File: src/rtl/pit_top_level_if.sv
// Bus bundle for the interval timer: direction control in, count and wrap indicator out.
interface pit_top_level_if;
  logic       DIRECTION;
  logic [3:0] COUNT;
  logic       LED;

  modport master (output DIRECTION, input COUNT, input LED);
  modport slave  (input DIRECTION, output COUNT, output LED);
endinterface

File: src/rtl/pit_top_level.sv
// Programmable interval timer: prescaler feeding a 4-bit up/down counter with wrap indicator.
// Optional macro PIT_LED_PULSE_EN turns LED from a wrap toggle into a one-cycle wrap pulse.
module pit_top_level #(
  parameter int PRESCALE = 4
) (
  input  logic            CLOCK,
  input  logic            RST,
  pit_top_level_if.slave  bus
);

  localparam int PreWidth = (PRESCALE > 1) ? $clog2(PRESCALE) : 1;
  localparam logic [PreWidth-1:0] PreLast = PreWidth'(PRESCALE - 1);

  logic [PreWidth-1:0] pre_q, pre_d;
  logic [3:0]          count_q, count_d;
  logic                led_q, led_d;
  logic                tick;
  logic                wrap;

  assign tick = (pre_q == PreLast);

  // A wrap is a step that crosses the 15/0 boundary in the sampled direction.
  always_comb begin
    wrap = 1'b0;
    if (tick) begin
      if (bus.DIRECTION) wrap = (count_q == 4'd15);
      else               wrap = (count_q == 4'd0);
    end
  end

  always_comb begin
    pre_d   = tick ? '0 : pre_q + PreWidth'(1);
    count_d = count_q;
    if (tick) begin
      if (bus.DIRECTION) count_d = count_q + 4'd1;
      else               count_d = count_q - 4'd1;
    end
`ifdef PIT_LED_PULSE_EN
    led_d = wrap;
`else
    led_d = led_q ^ wrap;
`endif
  end

  always_ff @(posedge CLOCK) begin
    if (RST) begin
      pre_q   <= '0;
      count_q <= 4'd0;
      led_q   <= 1'b0;
    end else begin
      pre_q   <= pre_d;
      count_q <= count_d;
      led_q   <= led_d;
    end
  end

  assign bus.COUNT = count_q;
  assign bus.LED   = led_q;

endmodule

File: src/flat_wrapper.sv
// flat-port wrapper written by rule: the top's interface ports become plain ports
module pit_top_level_flat 
#(
  parameter int PRESCALE = 4
)
  (CLOCK, RST, bus_DIRECTION, bus_COUNT, bus_LED);
  pit_top_level_if bus_i ();
  input  logic CLOCK;
  input  logic RST;
  input wire logic [$bits(bus_i.DIRECTION)-1:0] bus_DIRECTION;
  output wire logic [$bits(bus_i.COUNT)-1:0] bus_COUNT;
  output wire logic [$bits(bus_i.LED)-1:0] bus_LED;
  assign bus_i.DIRECTION = bus_DIRECTION;
  assign bus_COUNT = bus_i.COUNT;
  assign bus_LED = bus_i.LED;
  pit_top_level #(.PRESCALE(PRESCALE)) u_core (.CLOCK(CLOCK), .RST(RST), .bus(bus_i));
endmodule
File: config.mk
export PLATFORM = sky130hd
export DESIGN_NAME = pit_top_level_flat
export DESIGN_NICKNAME = d
export VERILOG_FILES = /design/src/rtl/pit_top_level_if.sv /design/src/rtl/pit_top_level.sv /design/src/flat_wrapper.sv
export SDC_FILE = /design/constraint.sdc
export NUM_CORES = 1
export LEC_CHECK = 0
export CAP_MARGIN = 25
export CORE_AREA = 2 2 39 41
export DETAILED_ROUTE_END_ITERATION = 6
export DIE_AREA = 0 0 41 43
export GPL_TIMING_DRIVEN = 0
export PLACE_DENSITY = 0.55
export SYNTH_ARGS = -nofsm -noshare
export SYNTH_HDL_FRONTEND = slang
export SYNTH_SLANG_ARGS = --single-unit
File: constraint.sdc
create_clock -name CLOCK -period 4.8 [get_ports CLOCK]
set_input_delay 0.96 -clock CLOCK [delete_from_list [all_inputs] [get_ports CLOCK]]
set_output_delay 0.96 -clock CLOCK [all_outputs]
set_load 0.01 [all_outputs]
# --- Yosys cells after proc, flatten, opt, wreduce, memory -nomap -nowiden ---
# Index checks and enable logic that the tools add are counted.
# Widths: inputs -> output; s select.
word_totals:
  mem_count: 0
  romBits: 0
  in_bits: 3
  latchBits: 0
  word_cells: 14
  ram_bits: 0
  output_inout_bits: 5
  ff_bits: 7
op_classes:
  n_reduce_logical: 2
  bitwise_logic: 1
  n_addsub: 3
  shift: 0
  muxes: 3
  mul: 0
  n_div: 0
  order_cmp: 0
  n_eq_ne: 2
op_table:
  columns: ["op", "count"]
  rows:
  - ["$add 4x1->4 const B", 1]
  - ["$eq 4x4->1 const B", 1]
  - ["$logic_not 4->1", 1]
  - ["$mux 4", 1]
  - ["$sub 4x1->4 const B", 1]
  - ["$add 2x1->2 const B", 1]
  - ["$eq 2x2->1 const B", 1]
  - ["$mux 1", 2]
  - ["$reduce_or 2->1", 1]
  - ["$xor 1x1->1", 1]

# --- Logic depth before layout (Yosys ltp) ---
# Gate-level depths: netlist of run 1.
depth:
  ltp_word: 4
  mapped_depth: 6
  ltp_nobuf: 6

# --- Worst setup path before layout of run 1 ---
# No wires, ideal clock.
synth_path:
  path_type: "input to register"
  startpoint: "input bus_DIRECTION"
  endpoint: "register u_core.count_q[3], in the netlist u_core.bus.COUNT[3]"
  slack_ns: 2.500
  setup_time_ns: 0.121
  t_required_ns: 4.679
  n_path_buf: 0
  arrival_ns: 2.180
  cell_stages: 6
  path_cell_list: "inv_1 > ha_1 > a21o_2 > a21oi_1 > mux2i_1 > mux2_2"
synth_via:
  elab_chain_cells: 1
synth_lines:
  columns: ["item", "line", "rtl"]
  rows:
  - ["from (decl)", "flat_wrapper.sv:10", "input wire logic [$bits(bus_i.DIRECTION)-1:0] bus_DIRECTION;"]
  - ["$mux 4", "pit_top_level.sv:35", "if (bus.DIRECTION) count_d = count_q + 4'd1;"]
  - ["to (signal assigned)", "pit_top_level.sv:52", "count_q <= count_d;"]
  - ["to (decl)", "pit_top_level.sv:15", "logic [3:0] count_q, count_d;"]
# Every way passes these cells.
# A chain may end at the register's enable or synchronous reset.

# --- Worst setup path after layout of run 1 ---
# Ends and elaborated chain as after synthesis.

==> load_flow_metrics.sql, run 1 <==
INSERT INTO impl_metrics (metric_group, metric, value, unit) VALUES
('run_status', 'outcome', 'complete, no violations', ''),
('setup_path', 'cpMaxStageDelayCell', 'clkdlybuf4s50_1', ''),
('detailed_routing', 'detail_route.drc_violations', '0', ''),
('sta', 'clock_tree_skew_after_final_layout', '2.66', 'ps'),
('clock_tree', 'clockRootBuffer', 'clkbuf_4', ''),
('sta', 'hold_violations', '0', ''),
('clock_tree', 'postCtsResizedCells', '0', ''),
('detailed_routing', 'first_pass_iters', '1', ''),
('power_and_ir_drop', 'clock_power_share', '0.362', ''),
('sta', 'timing.final.max_slew_violations', '0', ''),
('yosys', 'synth.avg_cell_area', '9.78', 'um^2'),
('detailed_routing', 'via_per_inst', '4.66', ''),
('setup_path', 'worst_path_largest_cell_delay', '520', 'ps'),
('sta', 'setup_total_negative_slack', '0', 'ps'),
('setup_path', 'critical_path.cell_chain', 'clkdlybuf4s50_1 -> inv_1 -> ha_1 -> a21o_2 -> a21oi_1 -> mux2i_1 -> mux2_2', ''),
('clock_tree', 'cts-root-to-sink-buffers', '2', ''),
('floorplan', 'placement_rows', '14', ''),
('grt', 'grt_first_pass_wirelength', '1040', 'um'),
('floorplan', 'initial_utilization', '0.269', ''),
('setup_path', 'required', '4940', 'ps'),
('floorplan', 'io_pins', '8', ''),
('yosys', 'proportion_of_synthesized_chip_area_in_sequential_cells', '0.377', ''),
('clock_tree', 'cts_hold_buffers', '0', ''),
('layout', 'stdcell_count', '64', ''),
('power_and_ir_drop', 'intPower', '0.109', 'mW'),
('clock_tree', 'tritoncts_num_sinks', '7', ''),
('power_and_ir_drop', 'power.combinational.fraction', '0.181', ''),
('setup_path', 'worst_setup_path_end_kind', 'register', ''),
('power_and_ir_drop', 'total_power_consumption', '0.147', 'mW'),
('setup_path', 'critPathTopFamily', 'buffers and inverters', ''),
('setup_path', 'worstSetupPathType', 'input pin to register', ''),
('sta', 'setup_repair_after_global_routing_missed_its_margin', 'no', ''),
('layout', 'filler_cell_count', '149', ''),
('placement', 'globalplace.congestion', '0.597', ''),
('floorplan', 'die_width', '41', 'um'),
('power_and_ir_drop', 'power.switching', '0.0374', 'mW'),
('layout', 'synthToLayoutAreaGrowth', '28.6', '%'),
('layout', 'antennaDiodeCount', '0', ''),
('placement', 'dpl_cell_area', '452', 'um^2'),
('layout', 'post_route_cells_drive_above_1_share', '0.125', ''),
('power_and_ir_drop', 'static-leakage-power', '0.197', 'nW'),
('placement', 'cell_total_after_placement', '60', ''),
('grt', 'grt_use_met1', '0.0971', ''),
('run', 'cap_viol_max_count', '0', ''),
('hold_path', 'min-delay-path-class', 'register to register', ''),
('clock_tree', 'clk_pin_slew_worst_paths', '50', 'ps'),
('yosys', 'post_synth_instance_area', '372', 'um^2'),
('clock_tree', 'cts_max_level', '1', ''),
('layout', 'finalInstanceArea', '478', 'um^2'),
('sta', 'worst_hold_slack', '424', 'ps'),
('grt', 'global_route.overflow_total', '0', ''),
('clock_tree', 'postCtsSetupBuffers', '0', ''),
('clock_tree', 'clk-insertion-delay-late', '250', 'ps'),
('yosys', 'synth.distinct_cells', '21', ''),
('floorplan', 'die_y', '43', 'um'),
('sta', 'timing.fmax', '0.375', 'GHz'),
('setup_path', 'cp.arrival', '2800', 'ps'),
('sta', 'layout_min_cycle_time', '2670', 'ps'),
('clock_tree', 'cts_tree', 'yes', ''),
('placement', 'dp_hpwl', '491', 'um'),
('power_and_ir_drop', 'vdd_drop_max', '0.162', 'mV'),
('floorplan', 'core_area', '0.00138', 'mm^2'),
('yosys', 'yosys_register_bits', '7', ''),
('sta', 'worst_slew_pin_slew', '371', 'ps'),
('power_and_ir_drop', 'sw_frac_of_total', '0.255', ''),
('grt', 'grt_use_total', '0.0905', ''),
('setup_path', 'path_buf_inv', '2', ''),
('grt', 'grt.met2_usage', '0.131', ''),
('detailed_routing', 'final_antenna_net_count', '0', ''),
('grt', 'gr-usage-met3', '0.0314', ''),
('yosys', 'syn-instance-count', '38', '');
cell families (layout without fill, tap and decap cells):
kind of cell	after synthesis	after routing	synth area share
muxes	4	4	0.111
buffers and inverters	3	13	0.0404
AOI/OAI and AO/OA	5	5	0.0943
adders and majority gates	4	4	0.155
xor gates and xnor gates	2	2	0.0471
DFF	7	7	0.377
and+or+nand+nor	13	13	0.175
placed cells by master, fill, tap and decap left out, types with 2 or more instances in the layout:
master	n
clkdlybuf4s50_1	6
clkbuf_4	3
xnor2_1	2
mux2i_1	3
a21oi_1	2
ha_1	3
nand2_1	2
clkbuf_1	2
nor2_1	5
dfxtp_1	7
power by group through the flow:
| stage | Clock [mW] | Combinational, mW | Sequential [mW] |
|---|---|---|---|
| CTS | 0.0559 | 0.0270 | 0.0672 |
| finish | 0.0531 | 0.0266 | 0.0670 |
| floorplan | 0 | 0.0169 | 0.0687 |
| global placement | 0 | 0.0263 | 0.0682 |
| detailed placement | 0 | 0.0268 | 0.0684 |
| global route | 0.0588 | 0.0302 | 0.0677 |
cells in the mapped netlist:
cell type,n,area share
nor2_1,5,0.051
nand4_1,1,0.017
ha_1,3,0.10
a211oi_1,1,0.020
nand2_1,2,0.020
nor2b_1,1,0.017
a31o_1,1,0.024
mux2_2,1,0.030
clkbuf_1,1,0.010
a21oi_1,2,0.027
fa_1,1,0.054
nor3b_1,1,0.020
buf_4,1,0.020
mux2i_1,3,0.081
nor3_1,1,0.013
nand2b_1,1,0.017
or4_1,1,0.020
dfxtp_1,7,0.38
inv_1,1,0.010
a21o_2,1,0.024
xnor2_1,2,0.047
through the flow:
| stage | utilization | setup slack (ps) |
|---|---|---|
| floorplan | - | 2500 |
| global placement | 0.326 | 1860 |
| detailed placement | 0.326 | 1880 |
| CTS | 0.345 | 2140 |
| global route | 0.345 | 2060 |
| finish | 0.345 | 2130 |
area by class of cell:
type	count	area (um^2)	area share
Buffer	2	11.3	0.0236
Clock buffer	4	26.3	0.0550
Inverter	1	3.75	0.00785
Multi-Input combinational cell	28	216	0.453
Sequential cell	7	140	0.293
Tap cell	16	20.0	0.0419
Timing Repair Buffer	6	60.1	0.126
path summary, 6_finish.rpt:
check,startpoint,endpoint,slack [ps],cells past startpoint
min,u_core.pre_q[0],u_core.pre_q[0],420,1
min reg2reg,u_core.pre_q[0],u_core.pre_q[0],420,1
max reg2reg,u_core.bus.COUNT[1],u_core.bus.COUNT[3],3050,5
max,bus_DIRECTION,u_core.bus.COUNT[3],2130,7
registers in the layout (all words and copies together), names as in the netlist:
signal            flops
u_core.bus.COUNT      4
u_core.bus.LED        1
u_core.pre_q          2
metal layers:
layer	share of wire	routed length, um	vias up
met2	0.48	322	7
met1	0.48	320	137
met3	0.037	25	0
met4	0	0	0
met5	0	0	-
li1	-	-	154
No activity file was read; power rests on OpenSTA's default activity.
==> run 2: changes to the inputs <==
==> constraint.sdc (replaced) <==
create_clock -name CLOCK -period 2.7 [get_ports CLOCK]
set_input_delay 0.54 -clock CLOCK [delete_from_list [all_inputs] [get_ports CLOCK]]
set_output_delay 0.54 -clock CLOCK [all_outputs]
set_load 0.01 [all_outputs]
==> results of run 2 <==
The final DEF is identical to that of run 1. Status: complete, no violations.
Among the figures that moved: setup slack after placement 1880 ps -> 195 ps; setup slack after layout 2130 ps -> 453 ps; register-to-register setup slack 3050 ps -> 950 ps; total power 0.147 mW -> 0.261 mW; worst IR drop on VDD 0.162 mV -> 0.289 mV
